===== src/rtl/dct4x4_pkg.sv =====
// dct4x4_pkg
// Shared definitions for the 4x4 integer forward transform core:
//   - state_t : controller state encoding
//   - RES_W / ROW_W / COL_W : residual, row-stage and column-stage widths
//   - CF : forward transform matrix Cf (row k, column j)
package dct4x4_pkg;

  typedef enum logic [1:0] {
    ST_IDLE = 2'd0,
    ST_LOAD = 2'd1,
    ST_OUT  = 2'd2
  } state_t;

  localparam int RES_W = 8;
  localparam int ROW_W = 11;
  localparam int COL_W = 14;

  localparam int CF [4][4] = '{
    '{1,  1,  1,  1},
    '{2,  1, -1, -2},
    '{1, -1, -1,  1},
    '{1, -2,  2, -1}
  };

endpackage


===== src/rtl/dct4_1d.sv =====
// dct4_1d
// Combinational 4-point forward transform y = Cf * x.
// Each of the four points may be a vector of LANES independent lanes, so the
// same block serves the row stage (LANES=1, four scalars of one row) and the
// column stage (LANES=4, four buffered rows combined lane by lane).
// Ports:
//   x_flat : input  [4*LANES*IN_W-1:0]  point e, lane l at bits (e*LANES+l)*IN_W
//   y_flat : output [4*LANES*OUT_W-1:0] point k, lane l at bits (k*LANES+l)*OUT_W
module dct4_1d
  import dct4x4_pkg::*;
#(
  parameter int IN_W  = 8,
  parameter int OUT_W = 11,
  parameter int LANES = 1
) (
  input  logic [4*LANES*IN_W-1:0]  x_flat,
  output logic [4*LANES*OUT_W-1:0] y_flat
);

  always_comb begin
    int acc;
    y_flat = '0;
    for (int k = 0; k < 4; k++) begin
      for (int l = 0; l < LANES; l++) begin
        acc = 0;
        for (int j = 0; j < 4; j++) begin
          acc += CF[k][j] * int'($signed(x_flat[(j*LANES+l)*IN_W +: IN_W]));
        end
        // OUT_W is sized so the exact result always fits; no saturation needed
        y_flat[(k*LANES+l)*OUT_W +: OUT_W] = OUT_W'(acc);
      end
    end
  end

endmodule


===== src/rtl/dct4x4_core.sv =====
// dct4x4_core
// 4x4 forward integer transform Y = Cf * X * Cf^T on 8-bit signed residuals.
// Rows enter one per accepted cycle; each is row-transformed immediately and
// buffered. Once row 3 is in, the column stage combines the four buffered rows
// and coefficient rows k=0..3 are streamed out under valid/ready.
//
// Optional feature macro: DCT4X4_STATS_EN (adds blk_count output).
//
// Ports:
//   clk            : clock, rising edge
//   rst_n          : asynchronous active-low reset
//   residual_flat  : one residual row, [8i+7:8i] = signed x_i
//   residual_ready : residual_flat valid this cycle
//   mode           : intra mode, sampled with row 0
//   DCT_clear      : synchronous abort of the current block
//   in_ready       : a row is accepted this cycle
//   coef_flat      : one coefficient row, lane j = signed Y_kj (COEF_W bits)
//   coef_valid     : coef_flat valid
//   coef_ready     : downstream accepts coef_flat
//   coef_last      : marks coefficient row 3
//   coef_mode      : mode latched for the block being output
//   ovf_err        : sticky, a row arrived while not accepting
//   blk_count      : (DCT4X4_STATS_EN only) completed blocks, wrapping
//
// state   | meaning
// --------+---------------------------------------------------------
// ST_IDLE | waiting for row 0 of a new block
// ST_LOAD | rows 1..3 being collected
// ST_OUT  | coefficient rows presented; first cycle loads row 0
module dct4x4_core
  import dct4x4_pkg::*;
#(
  parameter int COEF_W = 16
) (
  input  logic                clk,
  input  logic                rst_n,
  input  logic [31:0]         residual_flat,
  input  logic                residual_ready,
  input  logic [1:0]          mode,
  input  logic                DCT_clear,
  output logic                in_ready,
  output logic [4*COEF_W-1:0] coef_flat,
  output logic                coef_valid,
  input  logic                coef_ready,
  output logic                coef_last,
  output logic [1:0]          coef_mode,
  output logic                ovf_err
`ifdef DCT4X4_STATS_EN
  ,
  output logic [15:0]         blk_count
`endif
);

  state_t                      state;
  logic [1:0]                  row_cnt;
  logic [1:0]                  out_k;
  logic [3:0][4*ROW_W-1:0]     row_buf;
  logic [4*ROW_W-1:0]          row_z;
  logic [16*COL_W-1:0]         y_all;
  logic [4*COL_W-1:0]          y_row;
  logic [4*COEF_W-1:0]         next_row;
  logic [1:0]                  sel_k;

  dct4_1d #(
    .IN_W  (RES_W),
    .OUT_W (ROW_W),
    .LANES (1)
  ) u_row_stage (
    .x_flat (residual_flat),
    .y_flat (row_z)
  );

  // row_buf packs row 0 in the low bits, which is exactly the point order
  // the column stage expects
  dct4_1d #(
    .IN_W  (ROW_W),
    .OUT_W (COL_W),
    .LANES (4)
  ) u_col_stage (
    .x_flat (row_buf),
    .y_flat (y_all)
  );

  assign in_ready = (state != ST_OUT);

  // The first OUT cycle (coef_valid still 0) loads row 0; afterwards each
  // handshake loads the following row.
  always_comb begin
    sel_k    = coef_valid ? (out_k + 2'd1) : 2'd0;
    y_row    = y_all[4*COL_W*sel_k +: 4*COL_W];
    next_row = '0;
    for (int j = 0; j < 4; j++) begin
      next_row[COEF_W*j +: COEF_W] = COEF_W'($signed(y_row[COL_W*j +: COL_W]));
    end
  end

  always_ff @(posedge clk or negedge rst_n) begin
    if (!rst_n) begin
      state      <= ST_IDLE;
      row_cnt    <= 2'd0;
      out_k      <= 2'd0;
      row_buf    <= '0;
      coef_flat  <= '0;
      coef_valid <= 1'b0;
      coef_last  <= 1'b0;
      coef_mode  <= 2'd0;
      ovf_err    <= 1'b0;
    end else if (DCT_clear) begin
      state      <= ST_IDLE;
      row_cnt    <= 2'd0;
      out_k      <= 2'd0;
      coef_valid <= 1'b0;
      coef_last  <= 1'b0;
    end else begin
      if (residual_ready && !in_ready) begin
        ovf_err <= 1'b1;
      end
      case (state)
        ST_IDLE, ST_LOAD: begin
          if (residual_ready) begin
            row_buf[row_cnt] <= row_z;
            row_cnt          <= row_cnt + 2'd1;
            if (row_cnt == 2'd0) begin
              coef_mode <= mode;
            end
            state <= (row_cnt == 2'd3) ? ST_OUT : ST_LOAD;
          end
        end
        ST_OUT: begin
          if (!coef_valid) begin
            coef_flat  <= next_row;
            coef_valid <= 1'b1;
            coef_last  <= 1'b0;
            out_k      <= 2'd0;
          end else if (coef_ready) begin
            if (out_k == 2'd3) begin
              coef_valid <= 1'b0;
              coef_last  <= 1'b0;
              state      <= ST_IDLE;
            end else begin
              coef_flat <= next_row;
              out_k     <= out_k + 2'd1;
              coef_last <= (out_k == 2'd2);
            end
          end
        end
        default: state <= ST_IDLE;
      endcase
    end
  end

`ifdef DCT4X4_STATS_EN
  // DCT_clear wins over coef_ready, so a handshake never coincides with it
  always_ff @(posedge clk or negedge rst_n) begin
    if (!rst_n) begin
      blk_count <= 16'd0;
    end else if (!DCT_clear && coef_valid && coef_ready && coef_last) begin
      blk_count <= blk_count + 16'd1;
    end
  end
`endif

endmodule


===== config.mk =====
export PLATFORM = sky130hd
export DESIGN_NAME = dct4x4_core
export DESIGN_NICKNAME = d
export VERILOG_FILES = /design/src/rtl/dct4x4_pkg.sv /design/src/rtl/dct4_1d.sv /design/src/rtl/dct4x4_core.sv
export SDC_FILE = /design/constraint.sdc
export NUM_CORES = 2
export LEC_CHECK = 0
export CAP_MARGIN = 40
export CORE_ASPECT_RATIO = 0.9
export CORE_UTILIZATION = 30
export CTS_CLUSTER_SIZE = 25
export DETAILED_ROUTE_END_ITERATION = 7
export PLACE_DENSITY = 0.55
export SLEW_MARGIN = 40
export SYNTH_ARGS = -nofsm -noshare
export SYNTH_HDL_FRONTEND = slang
export SYNTH_SLANG_ARGS = --single-unit

===== constraint.sdc =====
create_clock -name clk -period 5.7 [get_ports clk]
set_clock_uncertainty 0.2 [all_clocks]
set_input_delay 0.57 -clock clk [delete_from_list [all_inputs] [get_ports clk]]
set_output_delay 0.57 -clock clk [all_outputs]
set_load 0.02 [all_outputs]

==> qor.csv <==
metric,value,unit
cts_tree,yes,
relSlewSlack,39.52,%
clock-sinks,238,
cap_violations,0,
critPathMaxFanout,7,
status,"complete, no violations",
fin_crit,5.329,ns
drv_slew,0,
syn-num-nets,4740,
end_kind,flop,
cts_buffer_depth,3,
synth_xor_area_share,10.09,%
ant_nets,0,
yosysTopAreaCell,fa_1,
core,114900,um^2
worstMarginPinSlew,0.8996,ns
clk_pin_slew_worst_paths,0.07,ns
numPlacedInstances,5524,
grt_overflow,0,
cts_made_buffers,35,
num_rows,118,
worstPathRequired,5.97,ns
holdPathStages,2,
yosysMostFrequentCell,inv_1,
synth_cells,3963,
avgSynthCellArea,8.762,um^2
grt_max_degree,118,
synth_top_family_by_area,adder cells,
regToRegSetupSlack,0.37,ns
setup_tns,0,ns
stdcell_count,5588,
route.detailed.drc,0,
synth_area,34720,um^2
yosys_register_bits,238,
finalHoldViolCount,0,
grt_pass1_wl,172.4,mm
dpl.hpwl,93.08,mm
io_pins,109,
yosysUniqueCellTypes,80,
synthAdderAreaFrac,34.59,%
start_util,30.23,%
ys_seq_area_share,17.15,%
dieWidth,360.6,um
rsz0062_at_grt,false,
grt_pass1_vias,28109,
multi_input_area,26390,um^2
layout_worst_path_cycle_share,93.50,%
wl_per_cell,19.95,um
synth-edff-count,0,
yosys.area_share.simple,13.25,%
async_flop_share,100.0,%
worstSetupPathType,flop to flop,
cts-root-buf,clkbuf_16,
nets,4839,
drt_wl_total,111.5,mm
antenna_found_initial,4,
die_h,324.8,um
firstDrtPassIters,5,
synth_compound_area_share,16.63,%
yosysWarningCount,0,
yosys.area.top_type_share,21.33,%
portBuffers,108,
drive_above_1_share,3.696,%
cp-start-kind,flop,
track_usage,19.09,%
fmax,187.6,MHz
vias_per_cell,5.052,
ys.flop_type,dfrtp_1,
synthTopCellsByCount,"inv_1 (560), nand2_1 (372), fa_1 (370), ha_1 (368), o21ai_0 (357)",
seq_area,5956,um^2
clk_latency,0.56,ns
hold_path_class,flop to flop,
syn2layout_area_growth,12.04,%
arrival,5.60,ns
gp_congestion,0.9421,
synth_mux_area_share,1.229,%
fill_cells,11877,
cts_max_level,2,
setup_viol,0,
die-area,117100,um^2
drt_iter0_drc,2040,
r2r_cells,15,
vias,28229,
yosys-top-cells-area,"fa_1 (21%), dfrtp_1 (17%), ha_1 (13%)",
[worst paths after layout]
path / endpoint / startpoint
hold / removal: coef_flat[49] / coef_flat[49]
setup / recovery: coef_flat[15] / row_buf[66]
setup reg to reg: coef_flat[15] / row_buf[66]
min in group asynchronous: row_buf[95] / rst_n
hold reg to reg: coef_flat[49] / coef_flat[49]
max in group asynchronous: coef_flat[37] / rst_n
[state kept, by name, summed over array words and instances, names as in the netlist]
signal and count:
coef_last 1, row_buf 172, coef_valid 1, state 2, coef_flat 55, ovf_err 1
out_k 2, row_cnt 2, coef_mode 2
[critical path: stages (launching register included)]
cell and delay, ns:
dfrtp_1 0.49, inv_1 0.33, nand3_1 0.28, or3_1 0.44
or4_1 0.49, xnor2_1 0.21, fa_1 0.46, fa_1 0.51
inv_1 0.06, ha_1 0.38, and3_1 0.18, a211oi_1 0.52
a21oi_1 0.17, xnor2_1 0.21, nor3b_1 0.07, a311oi_1 0.25
[cells by family after synthesis]
family / Yosys count
multiplexers: 25
AO/OA/AOI/OAI: 939
buffers and inverters: 644
adder cells (fa/ha/maj): 738
XOR/XNOR: 400
AND/OR/NAND/NOR: 979
flip-flops: 238
[layout make-up]
cell class | count | area share, %
multi-input combinational | 3081 | 67.83
antenna | 2 | 0.01286
sequential | 238 | 15.31
clock buffer | 41 | 2.386
clock inverter | 20 | 0.6593
timing repair buffer | 144 | 3.557
tap | 1500 | 4.824
inverter | 562 | 5.422
[metrics by stage]
step	utilization [%]	cell area, um^2	worst slack [ns]	hold slack, ns
floorplan	-	34720	1.083	0.07441
global placement	32.79	37660	0.4621	0.2606
detailed placement	32.82	37700	0.4138	0.2717
CTS	33.86	38890	0.4000	0.2856
global route	33.87	38900	0.01969	0.3085
finish	33.87	38900	0.3707	0.2756
[timing repair]
action	CTS	global route
buffers inserted	0	0
hold buffers	1	0
gates resized for setup	0	2
endpoints found under the setup margin	0	2
endpoints found under the hold margin	57	0
[metal layers]
| layer | share of wire, % | GRT usage [%] |
|---|---|---|
| met1 | 50 | 28.91 |
| met2 | 42 | 28.40 |
| met3 | 6.1 | 3.015 |
| met4 | 1.7 | 3.691 |
| met5 | 0.022 | 0 |
[placed cells by master (no fill, tap or decap), types with 7 or more instances in the layout]
| cell type | instances |
|---|---|
| ha_1 | 368 |
| xnor2_1 | 276 |
| mux2i_1 | 10 |
| nand4_1 | 15 |
| nand3_1 | 59 |
| clkbuf_16 | 35 |
| o211ai_1 | 24 |
| o21ai_0 | 357 |
| and2_1 | 16 |
| mux4_2 | 14 |
| or3_1 | 28 |
| o2111ai_1 | 7 |
| buf_4 | 33 |
| o21a_1 | 33 |
| a21o_1 | 67 |
| nand2_1 | 368 |
| nand2b_1 | 44 |
| xor2_1 | 123 |
| nor2b_1 | 40 |
| a41oi_1 | 7 |
| clkdlybuf4s50_1 | 107 |
| nor2_1 | 199 |
| a21oi_1 | 192 |
| inv_1 | 560 |
| o311ai_0 | 8 |
| o31ai_1 | 21 |
| nor4_1 | 31 |
| dfrtp_1 | 238 |
| o21bai_1 | 41 |
| and3_1 | 24 |
| fa_1 | 370 |
| a21boi_0 | 14 |
| a31oi_1 | 44 |
| nand3b_1 | 7 |
| a211oi_1 | 39 |
| nor3b_1 | 7 |
| nor3_1 | 97 |
| a211o_1 | 10 |
Power is left out: the tool's default activity adds up to more than one toggle a clock period on the data nets, which glitch-free logic cannot reach.
